<file path="src/rtl/clk_lock_pkg.sv">
// Shared definitions for the MMCM reset/lock sequencer: state encoding, default timing
// constants and status counter widths.
package clk_lock_pkg;

  localparam logic [2:0] MMCM_RST  = 3'd0;
  localparam logic [2:0] WAIT_LOCK = 3'd1;
  localparam logic [2:0] STABLE    = 3'd2;
  localparam logic [2:0] RUN       = 3'd3;
  localparam logic [2:0] FAIL      = 3'd4;

  typedef enum logic [2:0] {
    StMmcmRst  = MMCM_RST,
    StWaitLock = WAIT_LOCK,
    StStable   = STABLE,
    StRun      = RUN,
    StFail     = FAIL
  } state_e;

  localparam int unsigned DefSyncStages       = 2;
  localparam int unsigned DefMmcmRstCycles    = 16;
  localparam int unsigned DefLockStableCycles = 1024;
  localparam int unsigned DefLockTimeoutCycles = 100000;
  localparam int unsigned DefMaxRetries       = 4;

  localparam int unsigned LossCntW = 8;

  function automatic int unsigned max3(input int unsigned a, input int unsigned b,
                                       input int unsigned c);
    int unsigned m;
    m = (a > b) ? a : b;
    return (m > c) ? m : c;
  endfunction

endpackage

</file>
<file path="src/rtl/sync_bit.sv">
// Multi-flop synchroniser for a single asynchronous level, cleared by the async reset.
module sync_bit #(
  parameter int unsigned Stages = 2
) (
  input  logic clk_i,
  input  logic rst_ni,
  input  logic d_i,
  output logic q_o
);

  logic [Stages-1:0] sync_q;

  always_ff @(posedge clk_i or negedge rst_ni) begin
    if (!rst_ni) begin
      sync_q <= '0;
    end else begin
      sync_q <= {sync_q[Stages-2:0], d_i};
    end
  end

  assign q_o = sync_q[Stages-1];

endmodule

</file>
<file path="src/rtl/clk_lock_manager.sv">
// Reset/lock sequencer for the MMCM wrapper, clocked by the free-running CLK_100.
// Optional feature macro: LOCK_LOSS_COUNT_EN (saturating count of lock losses in RUN).
module clk_lock_manager
  import clk_lock_pkg::*;
#(
  parameter int unsigned SYNC_STAGES         = DefSyncStages,
  parameter int unsigned MMCM_RST_CYCLES     = DefMmcmRstCycles,
  parameter int unsigned LOCK_STABLE_CYCLES  = DefLockStableCycles,
  parameter int unsigned LOCK_TIMEOUT_CYCLES = DefLockTimeoutCycles,
  parameter int unsigned MAX_RETRIES         = DefMaxRetries
) (
  input  logic                               CLK_100,
  input  logic                               reset_n,
  input  logic                               locked,
  output logic                               mmcm_reset,
  output logic                               sys_reset_n,
  output logic                               lock_fail,
  output logic [$clog2(MAX_RETRIES+1)-1:0]   retry_cnt,
  output logic [LossCntW-1:0]                lock_loss_cnt
);

  localparam int unsigned RetryW = $clog2(MAX_RETRIES + 1);
  localparam int unsigned CntW   =
      $clog2(max3(MMCM_RST_CYCLES, LOCK_STABLE_CYCLES, LOCK_TIMEOUT_CYCLES)) + 1;

  logic              locked_s;
  state_e            state_q, state_d;
  logic [CntW-1:0]   cnt_q, cnt_d;
  logic [RetryW-1:0] retry_q, retry_d;
  logic              mmcm_reset_q, sys_reset_n_q, lock_fail_q;
  logic              loss_event;

  sync_bit #(
    .Stages(SYNC_STAGES)
  ) u_sync_locked (
    .clk_i (CLK_100),
    .rst_ni(reset_n),
    .d_i   (locked),
    .q_o   (locked_s)
  );

  always_comb begin
    state_d    = state_q;
    retry_d    = retry_q;
    loss_event = 1'b0;
    unique case (state_q)
      StMmcmRst: begin
        if (cnt_q == CntW'(MMCM_RST_CYCLES - 1)) state_d = StWaitLock;
      end
      StWaitLock: begin
        // Lock takes priority over a timeout landing on the same cycle.
        if (locked_s) begin
          state_d = StStable;
        end else if (cnt_q == CntW'(LOCK_TIMEOUT_CYCLES - 1)) begin
          retry_d = retry_q + RetryW'(1);
          state_d = (retry_d == RetryW'(MAX_RETRIES)) ? StFail : StMmcmRst;
        end
      end
      StStable: begin
        if (!locked_s) begin
          state_d = StWaitLock;
        end else if (cnt_q == CntW'(LOCK_STABLE_CYCLES - 1)) begin
          state_d = StRun;
          retry_d = '0;
        end
      end
      StRun: begin
        if (!locked_s) begin
          state_d    = StMmcmRst;
          loss_event = 1'b1;
        end
      end
      StFail: begin
        state_d = StFail;
      end
      default: state_d = StMmcmRst;
    endcase
  end

  always_comb begin
    cnt_d = cnt_q;
    if (state_d != state_q) begin
      cnt_d = '0;
    end else if (state_q inside {StMmcmRst, StWaitLock, StStable}) begin
      cnt_d = cnt_q + CntW'(1);
    end
  end

  always_ff @(posedge CLK_100 or negedge reset_n) begin
    if (!reset_n) begin
      state_q       <= StMmcmRst;
      cnt_q         <= '0;
      retry_q       <= '0;
      mmcm_reset_q  <= 1'b1;
      sys_reset_n_q <= 1'b0;
      lock_fail_q   <= 1'b0;
    end else begin
      state_q       <= state_d;
      cnt_q         <= cnt_d;
      retry_q       <= retry_d;
      // Decoded from next state so both resets come straight from flops.
      mmcm_reset_q  <= (state_d == StMmcmRst) || (state_d == StFail);
      sys_reset_n_q <= (state_d == StRun);
      lock_fail_q   <= lock_fail_q | (state_d == StFail);
    end
  end

  assign mmcm_reset  = mmcm_reset_q;
  assign sys_reset_n = sys_reset_n_q;
  assign lock_fail   = lock_fail_q;
  assign retry_cnt   = retry_q;

`ifdef LOCK_LOSS_COUNT_EN
  logic [LossCntW-1:0] loss_cnt_q;

  always_ff @(posedge CLK_100 or negedge reset_n) begin
    if (!reset_n) begin
      loss_cnt_q <= '0;
    end else if (loss_event && (loss_cnt_q != '1)) begin
      loss_cnt_q <= loss_cnt_q + LossCntW'(1);
    end
  end

  assign lock_loss_cnt = loss_cnt_q;
`else
  logic unused_loss_event;
  assign unused_loss_event = loss_event;
  assign lock_loss_cnt     = '0;
`endif

endmodule

</file>
<file path="config.mk">
export PLATFORM = sky130hd
export DESIGN_NAME = clk_lock_manager
export DESIGN_NICKNAME = d
export VERILOG_FILES = /design/src/rtl/clk_lock_pkg.sv /design/src/rtl/sync_bit.sv /design/src/rtl/clk_lock_manager.sv
export SDC_FILE = /design/constraint.sdc
export NUM_CORES = 1
export LEC_CHECK = 0
export CAP_MARGIN = 15
export CORE_ASPECT_RATIO = 0.7
export CORE_UTILIZATION = 50
export DETAILED_ROUTE_END_ITERATION = 12
export PLACE_DENSITY = 0.73
export REMOVE_ABC_BUFFERS = 1
export SETUP_SLACK_MARGIN = 0.5
export SYNTH_ARGS = -nofsm -noshare
export SYNTH_HDL_FRONTEND = slang
export SYNTH_SLANG_ARGS = --single-unit
</file>
<file path="constraint.sdc">
create_clock -name CLK_100 -period 2.85 [get_ports CLK_100]
set_clock_uncertainty 0.2 [all_clocks]
set_input_delay 0.4275 -clock CLK_100 [delete_from_list [all_inputs] [get_ports CLK_100]]
set_output_delay 0.4275 -clock CLK_100 [all_outputs]
set_load 0.1 [all_outputs]
</file>
-- Yosys cells after proc, flatten, opt, wreduce, memory -nomap -nowiden
Cells that the tools add are included.
- bits in registers: 29
- output and inout bits: 14
- word-level logic and storage cells: 47
- add/sub/neg operators: 2
- equality and inequality tests: 15
- muxes and demuxes: 15
- bitwise logic cells: 1
- reductions and logical operators: 7
- operator list (operator ; count):
    18-bit 2-to-1 mux ; 2
    3-bit 2-to-1 mux ; 11
    18-bit by 1-bit adder with 18-bit output (second input constant) ; 1
    18-bit by 10-bit equality test with 1-bit output (second input constant) ; 1
    18-bit by 17-bit equality test with 1-bit output (second input constant) ; 1
    18-bit by 4-bit equality test with 1-bit output (second input constant) ; 1
    3-bit case mux with 5 select lines ; 1
    3-bit by 2-bit equality test with 1-bit output (second input constant) ; 3
    3-bit equality test (second input constant) ; 3
    3-bit logical NOT ; 2
    2-bit != test (second input constant) ; 3
    3-bit case mux with 2 select lines ; 1
    5-bit AND reduction ; 1
    2-bit nonzero test ; 2
    3-bit by 1-bit adder with 3-bit output (second input constant) ; 1
    3-bit by 1-bit equality test with 1-bit output (second input constant) ; 1
    3-bit != test ; 1
    3-bit nonzero test ; 1
    2-bit by 1-bit != test with 1-bit output (second input constant) ; 1
    1-bit logical OR ; 1
    1-bit OR ; 1

-- Logic depth before layout (Yosys ltp)
Gate-level depths: netlist (run 1).
- depth in word-level cells: 8
- depth in mapped cells: 7

-- Modules after synthesis
Synthesis (run 1) repeated with hierarchy kept, for this count alone.
- cell total of the unflattened synthesis: 168
- area total of the unflattened synthesis: 1620.3 um^2
- modules (own cells, without submodules) (module ; times used ; cells an instance ; area an instance (um^2) ; seq. area each (um^2)):
    clk_lock_manager ; 1 ; 166 ; 1570.3 ; 676.9
    sync_bit ; 1 ; 2 ; 50.0 ; 50.0

-- Least setup slack after synthesis (run 1)
No wires, ideal clock.
- path kind: flip-flop to flip-flop
- start point: reg cnt_q[13]
- end point: reg cnt_q[1]
- setup time: 0.094 ns
- arrival time: 2.346 ns
- data required time: 2.556 ns
- path slack: 0.210 ns
- cell stages (with the launch flop): 7
- period minus slack after synthesis: 2.640 ns
- cell sequence: dfrtp_1 -> or4_4 -> nor4_4 -> a21boi_2 -> or4_4 -> buf_6 -> a221oi_2
- cells in the longest elaborated chain, start to end: 6
- elaborated cells between the ends (all ways): 12
- classes of those cells: 4 x eq/ne; 7 x mux; 1 x reduce/logical
- RTL lines (element ; line ; RTL):
    start, declared ; clk_lock_manager.sv:28 ; logic [CntW-1:0] cnt_q, cnt_d;
    start signal, assigned ; clk_lock_manager.sv:99 ; cnt_q <= cnt_d;
    18-bit by 10-bit equality test with 1-bit output or 18-bit by 17-bit equality test with 1-bit output (tied branches) ; clk_lock_manager.sv:62, clk_lock_manager.sv:54 ;
    3-bit 2-to-1 mux (on tied branches) ; clk_lock_manager.sv:62, clk_lock_manager.sv:54 ;
    3-bit 2-to-1 mux (on tied branches) ; clk_lock_manager.sv:60, clk_lock_manager.sv:52 ;
    3-bit case mux with 5 select lines (*) ; clk_lock_manager.sv:46 ; unique case (state_q)
    3-bit != test (*) ; clk_lock_manager.sv:82 ; if (state_d != state_q) begin
    18-bit 2-to-1 mux or 2-bit nonzero test (tied branches) ; -- ;
Mark *: on every way between the ends. The rest lies on a longest branch, timed or not.
A chain may end at the register's enable or synchronous reset.

-- Final worst setup path (run 1)
- start point: reg cnt_q[12]
- end point: reg cnt_q[1]
The elaborated chain is that of the path after synthesis.

==> impl_summary.txt, run 1 <==
----------------------------------------------------
[Finish]
  Fraction of final layout cells sized beyond drive strength 1 ... 33.0%
  Final design instance area without fill ... 2060 µm²
  Commonest non-fill, non-tap cells in the layout ... dfrtp_1 (28), buf_4 (20), nor2_1 (18), xnor2_1 (10), a211oi_2 (9)
  Area growth, synth to finish ... 26.0%
  Number of nets in the layout ... 196
  Most common cell after layout, fill and taps aside ... dfrtp_1
  Final std cells w/o fill ... 227
  End-of-flow core utilization ... 70.1%
  Antenna fix cells ... 0

[Synth]
  Portion of synthesized cell area occupied by the leading cell type ... 42.8%
  Top area cells in the synthesized netlist ... dfrtp_1 (43%), xnor2_1 (5.3%), a211oi_1 (4.1%), nor2_1 (4.1%), buf_4 (3.7%)
  Number of enable-type register cells in the synthesized netlist ... 0
  Yosys reg bits ... 29
  Share of the yosys chip area belonging to registers ... 44.4%
  Library cells used by synthesis ... 42
  Cell count after synthesis ... 166
  Ys async rst share ... 100%
  Synthesized area per cell ... 9.87 µm²
  Mapped cell area ... 1640 µm²
  Yosys top cell by area ... dfrtp_1
  Total of warnings raised by yosys ... 0
  Most used flip-flop cell after synthesis ... dfrtp_1

[Pwr]
  Cell Int Power ... 926 µW
  Worst IR Drop VDD ... 0.000394 V
  Proportion of total power due to net switching ... 36.1%
  Clock network fraction of design power ... 30.4%
  Sequential Power Share ... 36.2%
  Total leakage power ... 0.000912 µW
  Net switching power ... 522 µW
  Combinational share of power ... 33.4%
  Power per cell area ... 702 nW/µm²

[Drt]
  Antenna-violating nets left ... 0
  Routed via count ... 1344
  Iteration-0 DRC count of the detailed router ... 110
  First drt pass iteration count ... 4
  DRC errors left ... 0
  Mean routed wirelength per cell ... 17.5 µm
  Routed wire length ... 3970 µm
  Vias per cell ... 5.92

[Floorplan]
  Core area ... 2940 µm²
  Top-level I/O count ... 17
  Placement row count ... 16
  Horizontal die dimension ... 70.4 µm
  Starting density of the core ... 55.7%
  Die Ht ... 49.9 µm
  Total Die Area ... 3510 µm²

[Timing]
  Final setup fails ... 0
  Fmax achieved ... 419 MHz
  Min Clock Period, post-route ... 2.39 ns
  RSZ-0062 raised after global routing ... yes
  Worst rel slew slack ... 57.5%
  Fin. max-slew vios ... 0
  Final worst-path cycle share ... 83.7%
  Final hold vios ... 0
  Sum Neg Setup Slack ... 0 ns
  Worst-Margin Slew ... 0.633 ns

[Global route]
  GR met2 Demand/Resource ... 39.2%
  Vias in the first global route ... 1347
  GR Util met1 ... 32.8%
  Wire length of the first global-routing pass ... 6610 µm
  Fraction of met3 tracks used by global routing ... 7.98%
  Congestion Overflow GR ... 0
  Global-route usage over all layers ... 25.1%
  Number of antenna violations at the first check in global routing ... 0
  Busiest layer in global routing ... met2
  Largest net degree at the start of global routing ... 30

[Worst setup path]
  CP max FO ... 5
  Worst Setup Start Kind ... flop
  Number of cell instances on the worst register-to-register path ... 6
  Critical path start-end classification ... flop to flop
  Critical-path cell list ... or4_4, nor4_4, buf_4, a21boi_4, or4_4, a221oi_2
  Element type at the critical path end ... flop
  Reg2reg setup slack ... 0.46 ns
  Most common cell on crit path ... or4_4
  Required time at the endpoint of the critical path ... 2.85 ns
  Slowest stage cell on the critical path ... or4_4
  Biggest cell delay along the critical path ... 0.54 ns
  Crit path arrival time ... 2.39 ns

[Hold path]
  Worst min-delay path category ... flop to flop
  Number of stages on the worst hold path ... 0

[Clock network]
  Max clock buf depth ... 2
  Library cell used as clock root buffer ... clkbuf_8
  Clock sink count ... 29
  Hold bufs inserted after CTS ... 0
  Num CTS Buffers ... 5
  TritonCTS clock tree ... done
  H-tree depth ... 2
  Clock network latency to the later pin of the worst-skew pair ... 0.29 ns
  Clock input transition at the sequential cells of the worst setup and hold paths ... 0.07 ns

[Place]
  Global placement routability congestion ... 0.876
  Half-perimeter wire length of the detailed placement result ... 2550 µm
  Area after detailed placement ... 1730 µm²
  PortBufs ... 8
  Placed Cells ... 209

[Job]
  Max-capacitance violation count ... 0

[Run status]
  Run status ... complete, no violations

----------------------------------------------------
[power groups by stage]
| stage | Clock [µW] | Combinational [µW] | Sequential (µW) |
|---|---|---|---|
| CTS | 445 | 441 | 522 |
| finish | 440 | 484 | 525 |
| global placement | 0 | 369 | 517 |
| floorplan | 0 | 261 | 548 |
| detailed placement | 0 | 385 | 522 |
| global route | 465 | 520 | 530 |
[worst max-delay path, delay by kind of cell (launching register included)]
| kind | cells | cell delay, ns |
|---|---|---|
| flops | 1 | 0.40 |
| simple gates | 3 | 1.22 |
| compound gates | 2 | 0.33 |
| buf+inv | 1 | 0.17 |
[state kept, by name, indices dropped and copies added (netlist names)]
signal	flops
cnt_q	18
lock_fail	1
mmcm_reset	1
retry_cnt	3
state_q	3
sys_reset_n	1
u_sync_locked.sync_q	2
[cell usage after synthesis, types with 3 or more instances]
library cell,number
dfrtp_1,28
nor2_1,18
xnor2_1,10
a211oi_1,9
and3_1,8
buf_4,8
nand2_1,8
nand3_1,8
a21oi_1,6
xor2_1,6
clkbuf_1,4
inv_1,4
nand4_1,4
nor3_1,4
and2_1,3
ha_1,3
mux2_2,3
nor2b_1,3
nor4_1,3
[path summary, 6_finish.rpt]
kind / from / end
max: cnt_q[12]$_DFFE_PN0P_ / cnt_q[1]$_DFFE_PN0P_
max reg2reg: cnt_q[12]$_DFFE_PN0P_ / cnt_q[1]$_DFFE_PN0P_
min: u_sync_locked.sync_q[0]$_DFF_PN0_ / u_sync_locked.sync_q[1]$_DFF_PN0_
max in group asynchronous: reset_n / mmcm_reset$_DFF_PN1_
min in group asynchronous: reset_n / cnt_q[2]$_DFFE_PN0P_
min reg2reg: u_sync_locked.sync_q[0]$_DFF_PN0_ / u_sync_locked.sync_q[1]$_DFF_PN0_
[area by class of cell]
cell class / count / area [µm²]
Sequential cell: 29 / 727
Clock buffer: 7 / 86.3
Timing Repair Buffer: 23 / 190
Tap cell: 36 / 45.0
Fill cell: 210 / 880
Clock inverter: 1 / 30.0
Multi-Input combinational cell: 127 / 970
Inverter: 4 / 15.0
[per-layer routing]
metal,part of all wire [%],vias up
met5,0,-
met4,1.6,0
met3,7.0,9
met2,47,48
met1,45,660
li1,-,627
[what timing repair did]
action                     4_1_cts  5_1_grt
hold endpoints to repair         0        0
gates cloned                     1        0
setup endpoints to repair       16       22
setup buffers                    7        2
resized for setup               14       12
pin swaps                        5       15
[cell families after synthesis]
group           Yosys count  share of synthesized area (%)
simple gates             71                           24.2
flops                    29                           44.4
compound gates           25                           11.8
buf+inv                  18                           6.42
xor+xnor                 16                           8.56
fa+ha+maj                 3                           2.29
mux                       3                           2.06
other cells               1                          0.229
[per-stage QoR]
stage	power [µW]	hold WS, ns	setup WS (ns)
6_report	1450	0.161	0.463
5_1_grt	1510	0.171	0.401
4_1_cts	1410	0.160	0.461
3_5_place_dp	907	0.146	0.0927
3_3_place_gp	887	0.132	0.186
2_1_floorplan	809	-0.0681	0.259
(Power assumes the default switching activity.)
==> run 2: changes to the inputs <==
--- a/config.mk
+++ b/config.mk
@@ -7,9 +7,9 @@
 export LEC_CHECK = 0
 export CAP_MARGIN = 15
 export CORE_ASPECT_RATIO = 0.7
-export CORE_UTILIZATION = 50
+export CORE_UTILIZATION = 55
 export DETAILED_ROUTE_END_ITERATION = 12
-export PLACE_DENSITY = 0.73
+export PLACE_DENSITY = 0.77
 export REMOVE_ABC_BUFFERS = 1
 export SETUP_SLACK_MARGIN = 0.5
 export SYNTH_ARGS = -nofsm -noshare
==> constraint.sdc (replaced) <==
create_clock -name CLK_100 -period 2.49 [get_ports CLK_100]
set_clock_uncertainty 0.2 [all_clocks]
set_input_delay 0.3735 -clock CLK_100 [delete_from_list [all_inputs] [get_ports CLK_100]]
set_output_delay 0.3735 -clock CLK_100 [all_outputs]
set_load 0.1 [all_outputs]
==> impl_summary.txt, run 2 (synthesis gave the netlist of run 1 again) <==
----------------------------------------------------
[Run status]
  Run status ... complete, no violations

[Place]
  Setup slack after placement ... -0.124 ns
  Half-perimeter wire length of the detailed placement result ... 2480 µm
  Area after detailed placement ... 1770 µm²
  PortBufs ... 8
  Global placement routability congestion ... 0.870
  Placed Cells ... 215

[Pwr]
  Total leakage power ... 0.000928 µW
  Cell Int Power ... 1010 µW
  Net switching power ... 616 µW
  Sequential Power Share ... 36.9%
  Clock network fraction of design power ... 26.5%
  Combinational share of power ... 36.6%
  Proportion of total power due to net switching ... 38.0%
  Worst IR Drop VDD ... 0.000351 V
  Power per cell area ... 779 nW/µm²

[Clock network]
  Clock network latency to the later pin of the worst-skew pair ... 0.28 ns
  Hold bufs inserted after CTS ... 0
  Clock sink count ... 29
  H-tree depth ... 2
  TritonCTS clock tree ... done
  Max clock buf depth ... 2
  Library cell used as clock root buffer ... clkbuf_8
  Num CTS Buffers ... 5
  Clock input transition at the sequential cells of the worst setup and hold paths ... 0.06 ns

[Floorplan]
  Placement row count ... 16
  Horizontal die dimension ... 67.2 µm
  Top-level I/O count ... 17
  Core area ... 2800 µm²
  Die Ht ... 47.7 µm
  Starting density of the core ... 58.4%
  Total Die Area ... 3200 µm²

[Global route]
  Wire length of the first global-routing pass ... 6370 µm
  Vias in the first global route ... 1332
  Largest net degree at the start of global routing ... 30
  Number of antenna violations at the first check in global routing ... 0
  Global-route usage over all layers ... 28.7%
  Congestion Overflow GR ... 0

[Finish]
  Number of nets in the layout ... 202
  Area growth, synth to finish ... 27.0%
  Most common cell after layout, fill and taps aside ... dfrtp_1
  Final std cells w/o fill ... 233
  Reg with most FFs ... cnt_q
  Fraction of final layout cells sized beyond drive strength 1 ... 34.5%
  Register Area ... 727 µm²
  Commonest non-fill, non-tap cells in the layout ... dfrtp_1 (28), buf_4 (25), nor2_1 (17), xnor2_1 (10)
  Area of the multi-input gates ... 962 µm²
  Antenna fix cells ... 0
  Filler cells ... 196
  Number of flip-flops in the largest register ... 18
  Final design instance area without fill ... 2080 µm²

[Timing]
  RSZ-0062 raised after global routing ... yes
  Fin. max-slew vios ... 0
  Worst rel slew slack ... 53.3%
  Worst-case hold slack ... 0.153 ns
  Fmax achieved ... 412 MHz
  Final worst-path cycle share ... 97.4%
  Final setup slack of the worst path ... 0.0635 ns
  Final hold vios ... 0
  Final setup fails ... 0
  Min Clock Period, post-route ... 2.43 ns
  Worst-Margin Slew ... 0.695 ns

[Worst setup path]
  Required time at the endpoint of the critical path ... 2.46 ns
  Worst Setup Start Kind ... flop
  Element type at the critical path end ... flop
  Crit path arrival time ... 2.39 ns
  Critical path start-end classification ... flop to flop
  CP max FO ... 4

[Hold path]
  Worst min-delay path category ... flop to flop

[Drt]
  Routed wire length ... 4300 µm
  First drt pass iteration count ... 4
  Iteration-0 DRC count of the detailed router ... 136
  Routed via count ... 1448
  DRC errors left ... 0
  Mean routed wirelength per cell ... 18.5 µm
  Vias per cell ... 6.21
  Antenna-violating nets left ... 0

[Job]
  Max-capacitance violation count ... 0

----------------------------------------------------
[run 2: cell count changes in the layout (fill, tap and decap cells not counted), sizes merged]
| cell | before | now |
|---|---|---|
| buf | 21 | 27 |
| bufinv | 1 | 0 |
| clkinv | 0 | 1 |
[run 2: path summary, 6_finish.rpt]
| check | start | end | slack [ns] | cells past startpoint |
|---|---|---|---|---|
| worst max-delay path | cnt_q[5]$_DFFE_PN0P_ | retry_cnt[0]$_DFFE_PN0P_ | 0.06 | 7 |
| worst min-delay path | u_sync_locked.sync_q[0]$_DFF_PN0_ | u_sync_locked.sync_q[1]$_DFF_PN0_ | 0.15 | 0 |
| worst max register to register | cnt_q[5]$_DFFE_PN0P_ | retry_cnt[0]$_DFFE_PN0P_ | 0.06 | 7 |
| worst min register to register | u_sync_locked.sync_q[0]$_DFF_PN0_ | u_sync_locked.sync_q[1]$_DFF_PN0_ | 0.15 | 0 |
| max in group asynchronous | reset_n | mmcm_reset$_DFF_PN1_ | 1.51 | 2 |
| min in group asynchronous | reset_n | cnt_q[3]$_DFFE_PN0P_ | 0.26 | 2 |
[run 2: metal layers]
metal  GRT usage, %  share of wire [%]
met1           34.1                 40
met2           50.0                 49
met3           7.14                7.3
met4           14.5                4.1
met5              0                  0
[run 2: worst max-delay path, stage by stage, from the launching register on]
cell and delay (ns):
dfrtp_1 0.42, or3_4 0.40, nor4_4 0.30, buf_4 0.19, nand3_2 0.06, o31ai_2 0.25
buf_4 0.19, mux2_4 0.30
[run 2: stage by stage]
step	utilization [%]	total power (µW)	setup TNS, ns
6_report	74.2	1620	0
5_1_grt	74.2	1690	-0.287
4_1_cts	72.7	1580	0
3_5_place_dp	63.3	1040	-0.646
3_3_place_gp	63.3	1010	-0.00566
2_1_floorplan	-	926	-0.761
[run 2: layout make-up]
class                   count  area share, %
inverters                   4          0.722
well taps                  36           2.16
flip-flops and latches     29           34.9
multi-input cells         127           46.2
clock inverters             1          0.241
clock buffers               7           4.63
repair buffers             29           11.1
[run 2: what timing repair did]
item,4_1_cts,5_1_grt
endpoints found under the setup margin,25,26
buffers inserted,7,1
resized for setup,23,7
pin swaps,13,3
cloned,1,1
[run 2: power by group through the flow]
stage	registers, µW	logic, µW	clock network (µW)
floorplan	627	298	0
global placement	592	423	0
finish	598	594	430
CTS	591	555	433
detailed placement	596	447	0
global route	603	635	456
==> run 3: changes to the inputs <==
--- a/config.mk
+++ b/config.mk
@@ -5,9 +5,11 @@
 export SDC_FILE = /design/constraint.sdc
 export NUM_CORES = 1
 export LEC_CHECK = 0
+export ABC_CLOCK_PERIOD_IN_PS = 2490
 export CAP_MARGIN = 15
 export CORE_ASPECT_RATIO = 0.7
 export CORE_UTILIZATION = 55
+export CTS_BUF_LIST = sky130_fd_sc_hd__clkbuf_4 sky130_fd_sc_hd__clkbuf_8
 export DETAILED_ROUTE_END_ITERATION = 12
 export PLACE_DENSITY = 0.77
 export REMOVE_ABC_BUFFERS = 1
==> results of run 3 <==
No change in the layout: final DEF, timing and power equal those of run 2.
